===== src/rtl/jk_cmd_seq.sv =====
// jk_cmd_seq: FIFO-fed command sequencer that drives a downstream jk_ff and checks its q against a shadow model.
module jk_cmd_seq #(
  parameter int DEPTH = 4,
  parameter int ERR_W = 8
) (
  input  logic             clk,
  input  logic             rst,
  input  logic             cmd_valid,
  input  logic [1:0]       cmd,
  input  logic [3:0]       cmd_len,
  output logic             cmd_ready,
  output logic             j,
  output logic             k,
  input  logic             q_in,
  output logic             busy,
  output logic             shadow_q,
  output logic             mismatch,
  output logic [ERR_W-1:0] err_count
);
  localparam int AW = (DEPTH > 1) ? $clog2(DEPTH) : 1;
  typedef enum logic {IDLE, DRIVE} state_t;
  state_t         state;
  logic [5:0]     mem [DEPTH];
  logic [AW-1:0]  rptr, wptr;
  logic [AW:0]    count;
  logic [1:0]     cur_cmd;
  logic [3:0]     remaining;
  logic           push, pop, diff;
  logic [5:0]     head;
  assign cmd_ready = count < (AW+1)'(DEPTH);
  assign push      = cmd_valid && cmd_ready;
  assign head      = mem[rptr];
  // pop when idle, or on the last drive cycle so the next command follows with no gap
  assign pop       = (count != '0) && (state == IDLE || remaining == 4'd1);
  assign busy      = (state == DRIVE) || (count != '0);
  assign diff      = q_in != shadow_q;
  always_ff @(posedge clk)
    if (push) mem[wptr] <= {cmd, cmd_len};
  always_ff @(posedge clk) begin
    if (rst) begin
      state     <= IDLE;
      rptr      <= '0;
      wptr      <= '0;
      count     <= '0;
      cur_cmd   <= 2'b00;
      remaining <= 4'd0;
      j         <= 1'b0;
      k         <= 1'b0;
      shadow_q  <= 1'b0;
      mismatch  <= 1'b0;
      err_count <= '0;
    end else begin
      if (push) wptr <= wptr + 1'b1;
      if (pop) rptr <= rptr + 1'b1;
      count <= count + (AW+1)'(push) - (AW+1)'(pop);
      {j, k} <= (state == DRIVE) ? cur_cmd : 2'b00;
      if (pop) begin
        cur_cmd   <= head[5:4];
        remaining <= (head[3:0] == 4'd0) ? 4'd1 : head[3:0];
        state     <= DRIVE;
      end else if (state == DRIVE) begin
        remaining <= remaining - 4'd1;
        state     <= (remaining == 4'd1) ? IDLE : DRIVE;
      end
      shadow_q  <= ({j, k} == 2'b01) ? 1'b0 : ({j, k} == 2'b10) ? 1'b1 :
                   ({j, k} == 2'b11) ? ~shadow_q : shadow_q;
      mismatch  <= diff;
      if (diff && err_count != '1) err_count <= err_count + 1'b1;
    end
  end
endmodule


===== config.mk =====
export PLATFORM = sky130hd
export DESIGN_NAME = jk_cmd_seq
export DESIGN_NICKNAME = d
export VERILOG_FILES = /design/src/rtl/jk_cmd_seq.sv
export SDC_FILE = /design/constraint.sdc
export NUM_CORES = 1
export LEC_CHECK = 0
export ABC_CLOCK_PERIOD_IN_PS = 5340
export CORE_MARGIN = 2
export CORE_UTILIZATION = 45
export CTS_BUF_LIST = sky130_fd_sc_hd__clkbuf_2
export CTS_CLUSTER_DIAMETER = 50
export DETAILED_ROUTE_END_ITERATION = 16
export GPL_ROUTABILITY_DRIVEN = 0
export MAX_ROUTING_LAYER = met4
export PLACE_DENSITY = 0.77
export SYNTH_ARGS = -nofsm -noshare
export SYNTH_HDL_FRONTEND = slang
export SYNTH_SLANG_ARGS = --single-unit

===== constraint.sdc =====
create_clock -name clk -period 5.34 [get_ports clk]
set_input_delay 1.068 -clock clk [delete_from_list [all_inputs] [get_ports clk]]
set_output_delay 1.068 -clock clk [all_outputs]
set_load 0.03 [all_outputs]

==> results of run 1 <==
## final cells by class
cell class | count | area (sq um) | share of cell area, %
Sequential cell | 52 | 1281 | 51.77
Inverter | 10 | 37.54 | 1.517
Clock inverter | 3 | 25.02 | 1.011
Multi-Input combinational cell | 108 | 808.3 | 32.66
Clock buffer | 5 | 25.02 | 1.011
Tap cell | 54 | 67.56 | 2.730
Timing Repair Buffer | 23 | 230.2 | 9.302
## state kept, by name (all words and copies together) (netlist names), 2 cells and up, named ones only
register / count
err_count: 8
rptr: 2
count: 3
mem: 24
wptr: 2
cur_cmd: 2
remaining: 4
## layout by cell type (no fill, tap or decap), drive strengths merged, types with 2 or more instances in the layout
| cell | count |
|---|---|
| a211oi | 2 |
| a21oi | 10 |
| a311oi | 2 |
| and2 | 5 |
| and3 | 2 |
| clkbuf | 5 |
| clkdlybuf4s50 | 23 |
| dfxtp | 28 |
| edfxtp | 24 |
| ha | 8 |
| inv | 12 |
| mux4 | 6 |
| nand2 | 12 |
| nor2 | 18 |
| nor2b | 2 |
| nor3 | 2 |
| nor3b | 3 |
| o211ai | 3 |
| o21ai | 4 |
| or3 | 2 |
| or4 | 3 |
| xnor2 | 6 |
| xor2 | 6 |
## how the worst max path moves through the flow
stage / start / end / slack (ns)
2_1_floorplan: cmd_valid / count[2] / 2.73
6_report: state / busy / 2.10
4_1_cts: state / busy / 2.09
5_1_grt: state / busy / 2.01
3_5_place_dp: cmd_valid / count[2] / 2.02
3_3_place_gp: cmd_valid / count[2] / 2.09
## worst reg2reg max path, stage by stage (launching register included)
cell and delay (ns):
sky130_fd_sc_hd__dfxtp_1 0.46, sky130_fd_sc_hd__ha_1 0.18, sky130_fd_sc_hd__or3b_4 0.39, sky130_fd_sc_hd__a21o_1 0.32
sky130_fd_sc_hd__xnor2_1 0.20, sky130_fd_sc_hd__ha_1 0.16, sky130_fd_sc_hd__inv_1 0.04, sky130_fd_sc_hd__fa_1 0.37
sky130_fd_sc_hd__xnor2_1 0.20, sky130_fd_sc_hd__xnor2_1 0.14, sky130_fd_sc_hd__nor2_1 0.05
## stage by stage
| step | hold slack, ns | total power, uW |
|---|---|---|
| finish | 0.4597 | 1055 |
| global route | 0.4908 | 1138 |
| CTS | 0.4610 | 1065 |
| detailed placement | 0.4330 | 902.6 |
| global placement | 0.4266 | 889.2 |
| floorplan | 0.4315 | 818.3 |
## power by group through the flow
stage               Combinational (uW)  Sequential, uW  Clock, uW
floorplan                          277             541          0
global placement                   342             547          0
detailed placement                 353             549          0
CTS                                354             541        169
global route                       397             552        189
finish                             351             539        165
## layer usage
metal,up-vias,track usage (%)
met1,620,17.62
met3,4,3.841
met2,23,22.62
met4,0,5.657
met5,-,-
li1,674,-
## cell families after synthesis
kind of cell / after synthesis
buffers and inverters: 17
XOR/XNOR: 12
AND/OR/NAND/NOR: 54
flip-flops: 52
multiplexers: 7
adder cells (fa/ha/maj): 9
AO/OA/AOI/OAI: 26
==> Flow_metrics.wiki, run 1 <==
{| class="wikitable"
! Metric !! Value
|-
| Run status || finished, final reports clean
|-
| Worst stage delay on the critical path || about 0.66 ns
|-
| Area fraction in and, or, nand and nor cells after synthesis || between 10% and 20%
|-
| Worst slack after detailed placement || 2.022 ns
|-
| Final Non-Filler Cells || between 200 and 300
|-
| Proportion of power drawn by flip-flops and latches || between 50% and 60%
|-
| Cell with the most instances after synthesis || sky130_fd_sc_hd__dfxtp_1
|-
| Most used DFF post-synth || sky130_fd_sc_hd__dfxtp_1
|-
| Final worst-path setup slack || 2.104 ns
|-
| Top cell type by total area after synthesis || sky130_fd_sc_hd__edfxtp_1
|-
| Worst min-delay path category || register to register
|-
| Most common library cells after synthesis || sky130_fd_sc_hd__dfxtp_1 (28), sky130_fd_sc_hd__edfxtp_1 (24), sky130_fd_sc_hd__nor2_1 (18)
|-
| Hold buffer count at cts || 0
|-
| Area of the mapped netlist || 0.002161 sq mm
|-
| Reported net switching power || 368.3 uW
|-
| Cells taking the most area after synthesis || sky130_fd_sc_hd__edfxtp_1 (33%), sky130_fd_sc_hd__dfxtp_1 (26%), sky130_fd_sc_hd__mux4_2 (6.3%)
|-
| Number of hold violations in the final report || 0
|-
| Clock Path Buffers || 2
|-
| Number of iterations in the first detailed-routing pass || 4
|-
| Number of setup buffers added after CTS || 0
|-
| Port-buffer cells || 23
|-
| Final number of max-transition violations || 0
|-
| Hold Path Origin || k
|-
| Relative slew slack || 33.10%
|-
| Final Cycle Share || 60.61%
|-
| Share of the synthesized area in compound gates (AO/OA/AOI/OAI) || 7.585%
|-
| Family with the most delay on the worst path || simple AND/OR/NAND/NOR gates
|-
| Required time of the worst setup path || 4.27 ns
|-
| Insertion delay of the later-clocked pin in the worst-skew pair || 0.44 ns
|-
| Leakage || slightly below 0.0009 uW
|-
| Net Count, Synth || 196
|-
| # nets final || 219
|-
| Unrepaired setup endpoints after global routing || false
|-
| Total length of routed met3 wires || 129 um
|-
| Largest fanout on the critical path || 7
|-
| Worst Max-Slew Pin Slew || ~1 ns
|-
| Path length in cells of the critical path || 2
|-
| Total inserted antenna cells || 0
|-
| Proportion of synthesized flip-flops having asynchronous set or reset || 0%
|-
| Share of power burned in combinational logic || 33.2%
|-
| Number of top-level design ports || 24
|-
| Count of flip-flops with a built-in enable after synthesis || 24
|-
| Effective utilization at floorplan || 46.36%
|-
| Maximum achievable frequency || ~0.31 GHz
|-
| Number of buffers created by CTS || 5
|-
| Worst flop-to-flop path endpoint || count[2]
|-
| Deepest level of the CTS H-tree || 2
|-
| Type of the setup path with the least slack || register to output pin
|-
| Detailed placement HPWL || 2342 um
|-
| # setup viols final || 0
|-
| Tot GR Track Use || 14.32%
|-
| Maxcap violations || 0
|-
| Core Rows || 25
|-
| Slowest CP cell || sky130_fd_sc_hd__or4_1
|-
| Global-route wire length before repair || around 5600 um
|-
| Clock group share of total power || around 16%
|-
| Count of cells along the worst register-to-register path || 10
|-
| Sequential fraction of the synthesis area || about three fifths
|-
| Switching part of the total || 34.93%
|-
| Number of design rule violations left after detail routing || 0
|-
| Yosys synthesis warning count || 0
|-
| Number of cells traversed by the worst hold path || 1
|-
| Gate count of the mapped netlist || 177
|-
| Proportion of synthesized area in mux cells || 6.717%
|-
| Layout cell share with drive strength beyond 1 || roughly 7.5%
|-
| Met2 wire len || 1557 um
|-
| Layout Cell Area excl Fill || 0.002475 sq mm
|-
| VDD IR max || 0.2209 mV
|-
| Setup TNS || 0 ns
|-
| Met1 Wirelength || 1612 um
|-
| Final Util || a little over half
|-
| Power per unit of standard cell area || approximately 430 mW/mm^2
|-
| Fraction of post-synthesis cell area in the top cell type by area || 33.35%
|-
| Internal power consumption || 686.3 uW
|-
| Worst-case clock skew || between 0.03 and 0.04 ns
|-
| Die area || 0.005372 sq mm
|-
| TritonCTS clock tree || yes
|-
| Number of distinct library cells after synthesis || 36
|-
| Count of nets left with antenna violations after detail routing || 0
|-
| Total wirelength of the detailed-routed design || 3343 um
|-
| Number of antenna violations at the first check in global routing || 0
|-
| Crit path buffers/inverters || 1
|-
| Time the worst path needs with I/O delays and setup || between 3 and 4 ns
|-
| Area growth from synthesis to layout || 14.53%
|-
| Via count of the first global-routing pass || 1,232
|-
| CP Launch Type || register
|-
| Number of clock sinks || 52
|-
| Flip-flop and latch count after synthesis || 52
|-
| FF-to-FF setup slack || 2.72 ns
|-
| Combinational family with the most area after synthesis || simple AND/OR/NAND/NOR gates
|-
| Adder-cell share of the synthesized area || 5.559%
|-
| Uppermost layer routed || met4
|-
| Terminating pin of the worst hold path || shadow_q
|-
| Number of cells after detailed placement || 247
|-
| Core ar. || about 0.0047 sq mm
|-
| Root Buffer || sky130_fd_sc_hd__clkbuf_2
|-
| Routed via count || between 1,000 and 1,500
|-
| Post-Syn Area per Cell || 12.21 sq um
|-
| Grt ovf || 0
|-
| Avg WL per Cell || 13.11 um
|-
| Post-cts resize count || 0
|-
| Layout fillers || ~420
|-
| Overall die height || 73.30 um
|-
| Drt first-iter violations || 47
|-
| Width of the die || ~73 um
|-
| Cells along the critical path || or4_1 > clkdlybuf4s50_1
|-
| Xor and xnor fraction of the mapped netlist area || 4.864%
|-
| Critical path capture point type || output pin
|-
| Critical register-to-register path startpoint || remaining[0]
|-
| Post-detailed-placement cell area || 0.002425 sq mm
|-
| Via density || 5.180
|-
| Maximum number of pins on one net before global-route repair || 29
|-
| Post-CTS clock slew at the launch and capture registers of the worst setup and hold paths || roughly 0.27 ns
|-
| Arrival time worst endpoint || 2.17 ns
|}
(Power assumes the default switching activity.)
==> inputs of run 2 (changes only) <==
--- a/config.mk
+++ b/config.mk
@@ -5,7 +5,7 @@
 export SDC_FILE = /design/constraint.sdc
 export NUM_CORES = 1
 export LEC_CHECK = 0
-export ABC_CLOCK_PERIOD_IN_PS = 5340
+export ABC_CLOCK_PERIOD_IN_PS = 2740
 export CORE_MARGIN = 2
 export CORE_UTILIZATION = 45
 export CTS_BUF_LIST = sky130_fd_sc_hd__clkbuf_2
@@ -13,7 +13,7 @@
 export DETAILED_ROUTE_END_ITERATION = 16
 export GPL_ROUTABILITY_DRIVEN = 0
 export MAX_ROUTING_LAYER = met4
-export PLACE_DENSITY = 0.77
+export PLACE_DENSITY = 0.8
 export SYNTH_ARGS = -nofsm -noshare
 export SYNTH_HDL_FRONTEND = slang
 export SYNTH_SLANG_ARGS = --single-unit
==> constraint.sdc (replaced) <==
create_clock -name clk -period 2.74 [get_ports clk]
set_input_delay 0.548 -clock clk [delete_from_list [all_inputs] [get_ports clk]]
set_output_delay 0.548 -clock clk [all_outputs]
set_load 0.03 [all_outputs]
==> run 2 against run 1 <==
- die area stayed put
- sequential power increased by 95%
- design area is 0.86% higher
- first-iteration DRC count is 17% higher
- register-to-register slack lost 2.4 ns
- critical path depth did not move
- flip-flop and latch count did not move
- setup slack worse by 1.9 ns
- global-route usage rose by 0.55 points
- total power grew 97%
- largest cell class unchanged
- largest power group unchanged
==> Flow_metrics.wiki, run 2 (synthesized netlist as in run 1, its figures left out) <==
{| class="wikitable"
! Metric !! Value
|-
| Run status || finished, final reports clean (unchanged)
|-
| Worst Max-Slew Pin Slew || 0.5432 ns (was 1.000 ns)
|-
| Commonest cells after routing, fill and taps aside || sky130_fd_sc_hd__dfxtp_1 (28), sky130_fd_sc_hd__edfxtp_1 (24), sky130_fd_sc_hd__clkdlybuf4s50_1 (22) (was sky130_fd_sc_hd__dfxtp_1 (28), sky130_fd_sc_hd__edfxtp_1 (24), sky130_fd_sc_hd__clkdlybuf4s50_1 (23))
|-
| Setup TNS || 0 ns (unchanged)
|-
| Largest regs || mem: 24 flops, err_count: 8 flops, remaining: 4 flops (unchanged)
|-
| Port-buffer cells || 23 (unchanged)
|-
| # setup viols final || 0 (unchanged)
|-
| Clock Path Buffers || 2 (unchanged)
|-
| Detailed placement HPWL || 2415 um (was 2342 um)
|-
| Time the worst path needs with I/O delays and setup || 2.488 ns
|-
| Routed via count || 1,357 (was 1,321)
|-
| TritonCTS clock tree || yes (unchanged)
|-
| Deepest level of the CTS H-tree || 2 (unchanged)
|-
| Avg WL per Cell || 13.41 um (was 13.11 um)
|-
| Unrepaired setup endpoints after global routing || false (unchanged)
|-
| Hold buffer count at cts || 0 (unchanged)
|-
| Count of nets left with antenna violations after detail routing || 0 (unchanged)
|-
| Drt first-iter violations || 55 (was 47)
|-
| Effective utilization at floorplan || 46.36% (unchanged)
|-
| Worst min-delay path category || register to register (unchanged)
|-
| Core Rows || 25 (unchanged)
|-
| Largest register by flop count || mem (unchanged)
|-
| Via count of the first global-routing pass || 1,291 (was 1,232)
|-
| Grt ovf || 0 (unchanged)
|-
| Via density || 5.260 (was 5.180)
|-
| Number of cells after detailed placement || 250 (was 247)
|-
| Total inserted antenna cells || 0 (unchanged)
|-
| Number of setup buffers added after CTS || 0 (unchanged)
|-
| Width of the die || 73.30 um (unchanged)
|-
| Core ar. || 0.004661 sq mm (unchanged)
|-
| Number of hold violations in the final report || 0 (unchanged)
|-
| Relative slew slack || 63.79% (was 33.10%)
|-
| Maximum achievable frequency || 0.4020 GHz
|-
| Final Non-Filler Cells || 258 (was 255)
|-
| Number of top-level design ports || 24 (unchanged)
|-
| Number of flip-flops in the largest register || 24 (unchanged)
|-
| Number of buffers created by CTS || 5 (unchanged)
|-
| Tot GR Track Use || 14.87% (was 14.32%)
|-
| Number of antenna violations at the first check in global routing || 0 (unchanged)
|-
| Die area || 0.005372 sq mm (unchanged)
|-
| Area growth from synthesis to layout || 15.52% (was 14.53%)
|-
| Total wirelength of the detailed-routed design || 3459 um (was 3343 um)
|-
| # nets final || 222 (was 219)
|-
| Overall power consumption || 2077 uW (was 1055 uW)
|-
| VDD IR max || 0.4084 mV (was 0.2209 mV)
|-
| Number of design rule violations left after detail routing || 0 (unchanged)
|-
| Overall die height || 73.30 um (unchanged)
|-
| CP Launch Type || register (unchanged)
|-
| Insertion delay of the later-clocked pin in the worst-skew pair || 0.44 ns (about the same)
|-
| Largest fanout on the critical path || 7 (unchanged)
|-
| Final Cycle Share || between 90% and 100%
|-
| Number of clock sinks || 52 (unchanged)
|-
| Leakage || 0.0008869 uW (was 0.0008724 uW)
|-
| Layout cell share with drive strength beyond 1 || 8.824% (was 7.463%)
|-
| Required time of the worst setup path || 2.19 ns (was 4.27 ns)
|-
| Maximum number of pins on one net before global-route repair || 29 (unchanged)
|-
| Post-CTS clock slew at the launch and capture registers of the worst setup and hold paths || 0.27 ns (about the same)
|-
| Power per unit of standard cell area || 832.1 mW/mm^2 (was 426.1 mW/mm^2)
|-
| Global-route wire length before repair || 5823 um (was 5609 um)
|-
| Maxcap violations || 0 (unchanged)
|-
| Final number of max-transition violations || 0 (unchanged)
|-
| Number of iterations in the first detailed-routing pass || 4 (unchanged)
|-
| Worst-case clock skew || 0.03229 ns (was 0.03008 ns)
|-
| Root Buffer || sky130_fd_sc_hd__clkbuf_2 (unchanged)
|-
| Post-cts resize count || 1 (was 0)
|-
| Most common cell after layout, fill and taps aside || sky130_fd_sc_hd__dfxtp_1 (unchanged)
|-
| Critical path capture point type || output pin (unchanged)
|-
| Type of the setup path with the least slack || register to output pin (unchanged)
|-
| Arrival time worst endpoint || 1.94 ns (was 2.17 ns)
|}
==> run 2: per-layer routing <==
metal  share of wire [%]  vias up  track usage [%]  wire [um]
met5                   0        -                -          0
met4                 1.4        0            4.848         50
met3                 4.1        6            4.252        141
met2                  50       24            24.52       1740
met1                  44      645            17.65       1527
li1                    -      682                -          -
==> run 2: per-stage QoR <==
step           cell area, sq um  setup WS (ns)  hold WS [ns]  utilization [%]
6_report                   2496         0.2523        0.4687            53.56
5_1_grt                    2496         0.1016        0.5028            53.56
4_1_cts                    2496         0.2350        0.4687            53.56
3_5_place_dp               2447         0.2808        0.4334            52.51
3_3_place_gp               2447         0.3375        0.4290            52.51
2_1_floorplan              2161         0.2623        0.4315                -
==> run 2: worst paths after layout <==
kind	start	end	slack [ns]	cells past startpoint
worst max-delay path	count[2]	busy	0.25	2
worst min-delay path	k	shadow_q	0.47	1
worst max register to register	remaining[0]	count[2]	0.28	10
worst min register to register	k	shadow_q	0.47	1
==> run 2: report_power, final <==
| group | switching, uW | leakage [uW] | internal, uW |
|---|---|---|---|
| Sequential | 107 | 0.000449 | 947 |
| Clock | 250 | 0.0000300 | 69.7 |
| Combinational | 370 | 0.000408 | 335 |
| Total | 726 | 0.000887 | 1350 |
==> run 2: cell type report <==
| type | instances | area (sq um) |
|---|---|---|
| Clock buffer | 5 | 25.02 |
| Timing Repair Buffer | 26 | 251.5 |
| Inverter | 10 | 37.54 |
| Multi-Input combinational cell | 108 | 808.3 |
| Tap cell | 54 | 67.56 |
| Sequential cell | 52 | 1281 |
| Fill cell | 404 | 2165 |
| Clock inverter | 3 | 25.02 |
==> run 2: critical path, cell delays in order, from the launching register on <==
cell,delay (ns)
sky130_fd_sc_hd__dfxtp_1,0.41
sky130_fd_sc_hd__or4_1,0.67
sky130_fd_sc_hd__dlygate4sd2_1,0.42
==> inputs of run 3 (changes only) <==
==> config.mk (replaced) <==
export PLATFORM = sky130hd
export DESIGN_NAME = jk_cmd_seq
export DESIGN_NICKNAME = d
export VERILOG_FILES = /design/src/rtl/jk_cmd_seq.sv
export SDC_FILE = /design/constraint.sdc
export NUM_CORES = 1
export LEC_CHECK = 0
export ABC_CLOCK_PERIOD_IN_PS = 2500
export CORE_MARGIN = 2
export CORE_UTILIZATION = 57
export CTS_BUF_LIST = sky130_fd_sc_hd__clkbuf_2
export CTS_CLUSTER_DIAMETER = 50
export DETAILED_ROUTE_END_ITERATION = 16
export GPL_ROUTABILITY_DRIVEN = 0
export MAX_ROUTING_LAYER = met4
export PLACE_DENSITY = 0.92
export SYNTH_ARGS = -nofsm -noshare
export SYNTH_HDL_FRONTEND = slang
export SYNTH_SLANG_ARGS = --single-unit
export TNS_END_PERCENT = 20
==> constraint.sdc (replaced) <==
create_clock -name clk -period 2.5 [get_ports clk]
set_input_delay 0.5 -clock clk [delete_from_list [all_inputs] [get_ports clk]]
set_output_delay 0.5 -clock clk [all_outputs]
set_load 0.03 [all_outputs]
==> run 3 against run 2 <==
- non-clock buffer count is 1 higher
- core utilization is 15 points higher
- critical endpoint is now count[2]
- critical path depth is 9 higher
==> Flow_metrics.wiki, run 3 (synthesized netlist as in run 1, its figures left out) <==
{| class="wikitable"
! Metric !! Value
|-
| Number of cells after detailed placement || 244 (was 250)
|-
| Port-buffer cells || 23 (unchanged)
|-
| Type of the setup path with the least slack || register to register (was register to output pin)
|-
| Number of design rule violations left after detail routing || 0 (unchanged)
|-
| Setup TNS || 0 ns (unchanged)
|-
| Via density || 5.348 (was 5.260)
|-
| Final Non-Filler Cells || 253 (was 258)
|-
| Layout fillers || 263 (was 404)
|-
| Relative slew slack || 65.58% (was 63.79%)
|-
| Maximum achievable frequency || 0.4140 GHz
|-
| Overall die height || 65.57 um (was 73.30 um)
|-
| # nets final || 223 (was 222)
|-
| Final Util || 68.66% (was 53.56%)
|-
| Detailed placement HPWL || 2428 um (was 2415 um)
|-
| Overall power consumption || 2325 uW (was 2077 uW)
|-
| Layout cell share with drive strength beyond 1 || 11.22% (was 8.824%)
|-
| Number of flip-flops in the largest register || 24 (unchanged)
|-
| Commonest cells after routing, fill and taps aside || sky130_fd_sc_hd__dfxtp_1 (26), sky130_fd_sc_hd__edfxtp_1 (24), sky130_fd_sc_hd__clkdlybuf4s50_1 (22) (was sky130_fd_sc_hd__dfxtp_1 (28), sky130_fd_sc_hd__edfxtp_1 (24), sky130_fd_sc_hd__clkdlybuf4s50_1 (22))
|-
| Total inserted antenna cells || 0 (unchanged)
|-
| Worst-case hold slack || 0.4618 ns (was 0.4687 ns)
|-
| Via count of the first global-routing pass || 1,272 (was 1,291)
|-
| Grt ovf || 0 (unchanged)
|-
| Arrival time worst endpoint || 2.75 ns (was 1.94 ns)
|-
| Worst Max-Slew Pin Slew || 0.5163 ns (was 0.5432 ns)
|-
| Unrepaired setup endpoints after global routing || false (unchanged)
|-
| Width of the die || 65.57 um (was 73.30 um)
|-
| Maximum number of pins on one net before global-route repair || 29 (unchanged)
|-
| Worst min-delay path category || register to register (unchanged)
|-
| Post-CTS clock slew at the launch and capture registers of the worst setup and hold paths || 0.27 ns (about the same)
|-
| Switching part of the total || 35.08% (was 34.96%)
|-
| Leakage || 0.0009014 uW (was 0.0008869 uW)
|-
| Run status || finished, final reports clean (unchanged)
|-
| Area growth from synthesis to layout || 16.33% (was 15.52%)
|-
| Number of clock sinks || 52 (unchanged)
|-
| Largest fanout on the critical path || 3 (was 7)
|-
| Final Cycle Share || 96.63%
|-
| Largest register by flop count || mem (unchanged)
|-
| TritonCTS clock tree || yes (unchanged)
|-
| Routed via count || 1,353 (was 1,357)
|-
| Avg WL per Cell || 13.61 um (was 13.41 um)
|-
| Final number of max-transition violations || 0 (unchanged)
|-
| Time the worst path needs with I/O delays and setup || 2.416 ns
|-
| Most common cell after layout, fill and taps aside || sky130_fd_sc_hd__dfxtp_1 (unchanged)
|-
| Number of iterations in the first detailed-routing pass || 4 (unchanged)
|-
| Count of nets left with antenna violations after detail routing || 0 (unchanged)
|-
| Clock Path Buffers || 2 (unchanged)
|-
| Maxcap violations || 0 (unchanged)
|-
| Drt first-iter violations || 91 (was 55)
|-
| Internal power consumption || 1510 uW (was 1351 uW)
|-
| Number of hold violations in the final report || 0 (unchanged)
|-
| Worst-case clock skew || 0.02787 ns (was 0.03229 ns)
|-
| Combined area of the multi-input logic cells || 819.5 sq um (was 808.3 sq um)
|-
| Clock group share of total power || 15.2% (was 15.4%)
|-
| Total wirelength of the detailed-routed design || 3444 um (was 3459 um)
|-
| Insertion delay of the later-clocked pin in the worst-skew pair || 0.44 ns (about the same)
|-
| Required time of the worst setup path || 2.84 ns (was 2.19 ns)
|-
| Number of top-level design ports || 24 (unchanged)
|-
| Largest regs || mem: 24 flops, err_count: 8 flops, remaining: 4 flops (unchanged)
|-
| Proportion of power drawn by flip-flops and latches || 50.2% (was 50.7%)
|-
| CP Launch Type || register (unchanged)
|-
| Power per unit of standard cell area || 925.1 mW/mm^2 (was 832.1 mW/mm^2)
|-
| Core Rows || 22 (was 25)
|-
| Global-route wire length before repair || 5595 um (was 5823 um)
|-
| Number of buffers created by CTS || 5 (unchanged)
|-
| Deepest level of the CTS H-tree || 2 (unchanged)
|-
| Number of antenna violations at the first check in global routing || 0 (unchanged)
|-
| Area taken by flip-flops and latches || 0.001286 sq mm (was 0.001281 sq mm)
|-
| Share of power burned in combinational logic || 34.6% (was 33.9%)
|-
| Critical path capture point type || register (was output pin)
|-
| # setup viols final || 0 (unchanged)
|-
| Core ar. || 0.003661 sq mm (was 0.004661 sq mm)
|-
| Root Buffer || sky130_fd_sc_hd__clkbuf_2 (unchanged)
|-
| Tot GR Track Use || 17.96% (was 14.87%)
|-
| VDD IR max || 0.4179 mV (was 0.4084 mV)
|-
| Die area || 0.004299 sq mm (was 0.005372 sq mm)
|-
| Reported net switching power || 815.6 uW (was 726.2 uW)
|-
| Effective utilization at floorplan || 59.02% (was 46.36%)
|}
## run 3: cell types whose count changed in the layout (fill, tap and decap cells not counted), sizes merged
cell      previous run  this run
buf                  3         4
clkinvlp             1         0
inv                 12        11
clkinv               0         2
## run 3: critical path, stage by stage (launching register included)
cell and delay, ns:
sky130_fd_sc_hd__dfxtp_2 0.38, sky130_fd_sc_hd__inv_1 0.08, sky130_fd_sc_hd__ha_1 0.16, sky130_fd_sc_hd__or3b_4 0.39, sky130_fd_sc_hd__a21o_1 0.21, sky130_fd_sc_hd__xnor2_1 0.17
sky130_fd_sc_hd__ha_1 0.16, sky130_fd_sc_hd__inv_1 0.04, sky130_fd_sc_hd__fa_1 0.39, sky130_fd_sc_hd__xnor2_2 0.16, sky130_fd_sc_hd__xnor2_1 0.15, sky130_fd_sc_hd__nor2_1 0.05
## run 3: area by class of cell
type | count | area share [%]
sequential | 52 | 51.17
multi-input combinational | 108 | 32.60
timing repair buffer | 27 | 10.30
tap | 48 | 2.389
inverter | 10 | 1.493
clock inverter | 3 | 1.045
clock buffer | 5 | 0.9955
## run 3: path summary, 6_finish.rpt
check / end / cells after the start / start / slack [ns]
setup / recovery: count[2] / 11 / remaining[1] / 0.08
hold / removal: shadow_q / 1 / k / 0.46
setup reg to reg: count[2] / 11 / remaining[1] / 0.08
hold reg to reg: shadow_q / 1 / k / 0.46
## run 3: metal layers
metal / vias up / part of all wire, % / GRT usage [%]
met3: 6 / 3.2 / 5.137
li1: 682 / - / -
met4: 0 / 1.4 / 5.469
met2: 25 / 49 / 29.21
met1: 640 / 47 / 21.97
met5: - / 0 / -
## run 3: power by group through the flow
stage | sequential (uW) | combinational, uW | clock (uW)
finish | 1170 | 805 | 353
global route | 1190 | 884 | 409
CTS | 1160 | 771 | 363
detailed placement | 1180 | 774 | 0
global placement | 1170 | 746 | 0
floorplan | 1160 | 592 | 0
## run 3: metrics by stage
step | area, sq um | worst slack (ns)
after floorplan | 2161 | 0.02231
after global placement | 2440 | 0.1468
after detailed placement | 2440 | 0.07811
after CTS | 2490 | 0.01631
after global routing | 2514 | 0.004915
final | 2514 | 0.08435
## run 3: timing repair
| action | 4_1_cts | 5_1_grt |
|---|---|---|
| buffers inserted | 0 | 1 |
| pin swaps | 0 | 1 |
| endpoints found under the hold margin | 0 | 0 |
| setup endpoints to repair | 1 | 2 |
| resized for setup | 1 | 5 |
| hold buffers | 0 | 0 |
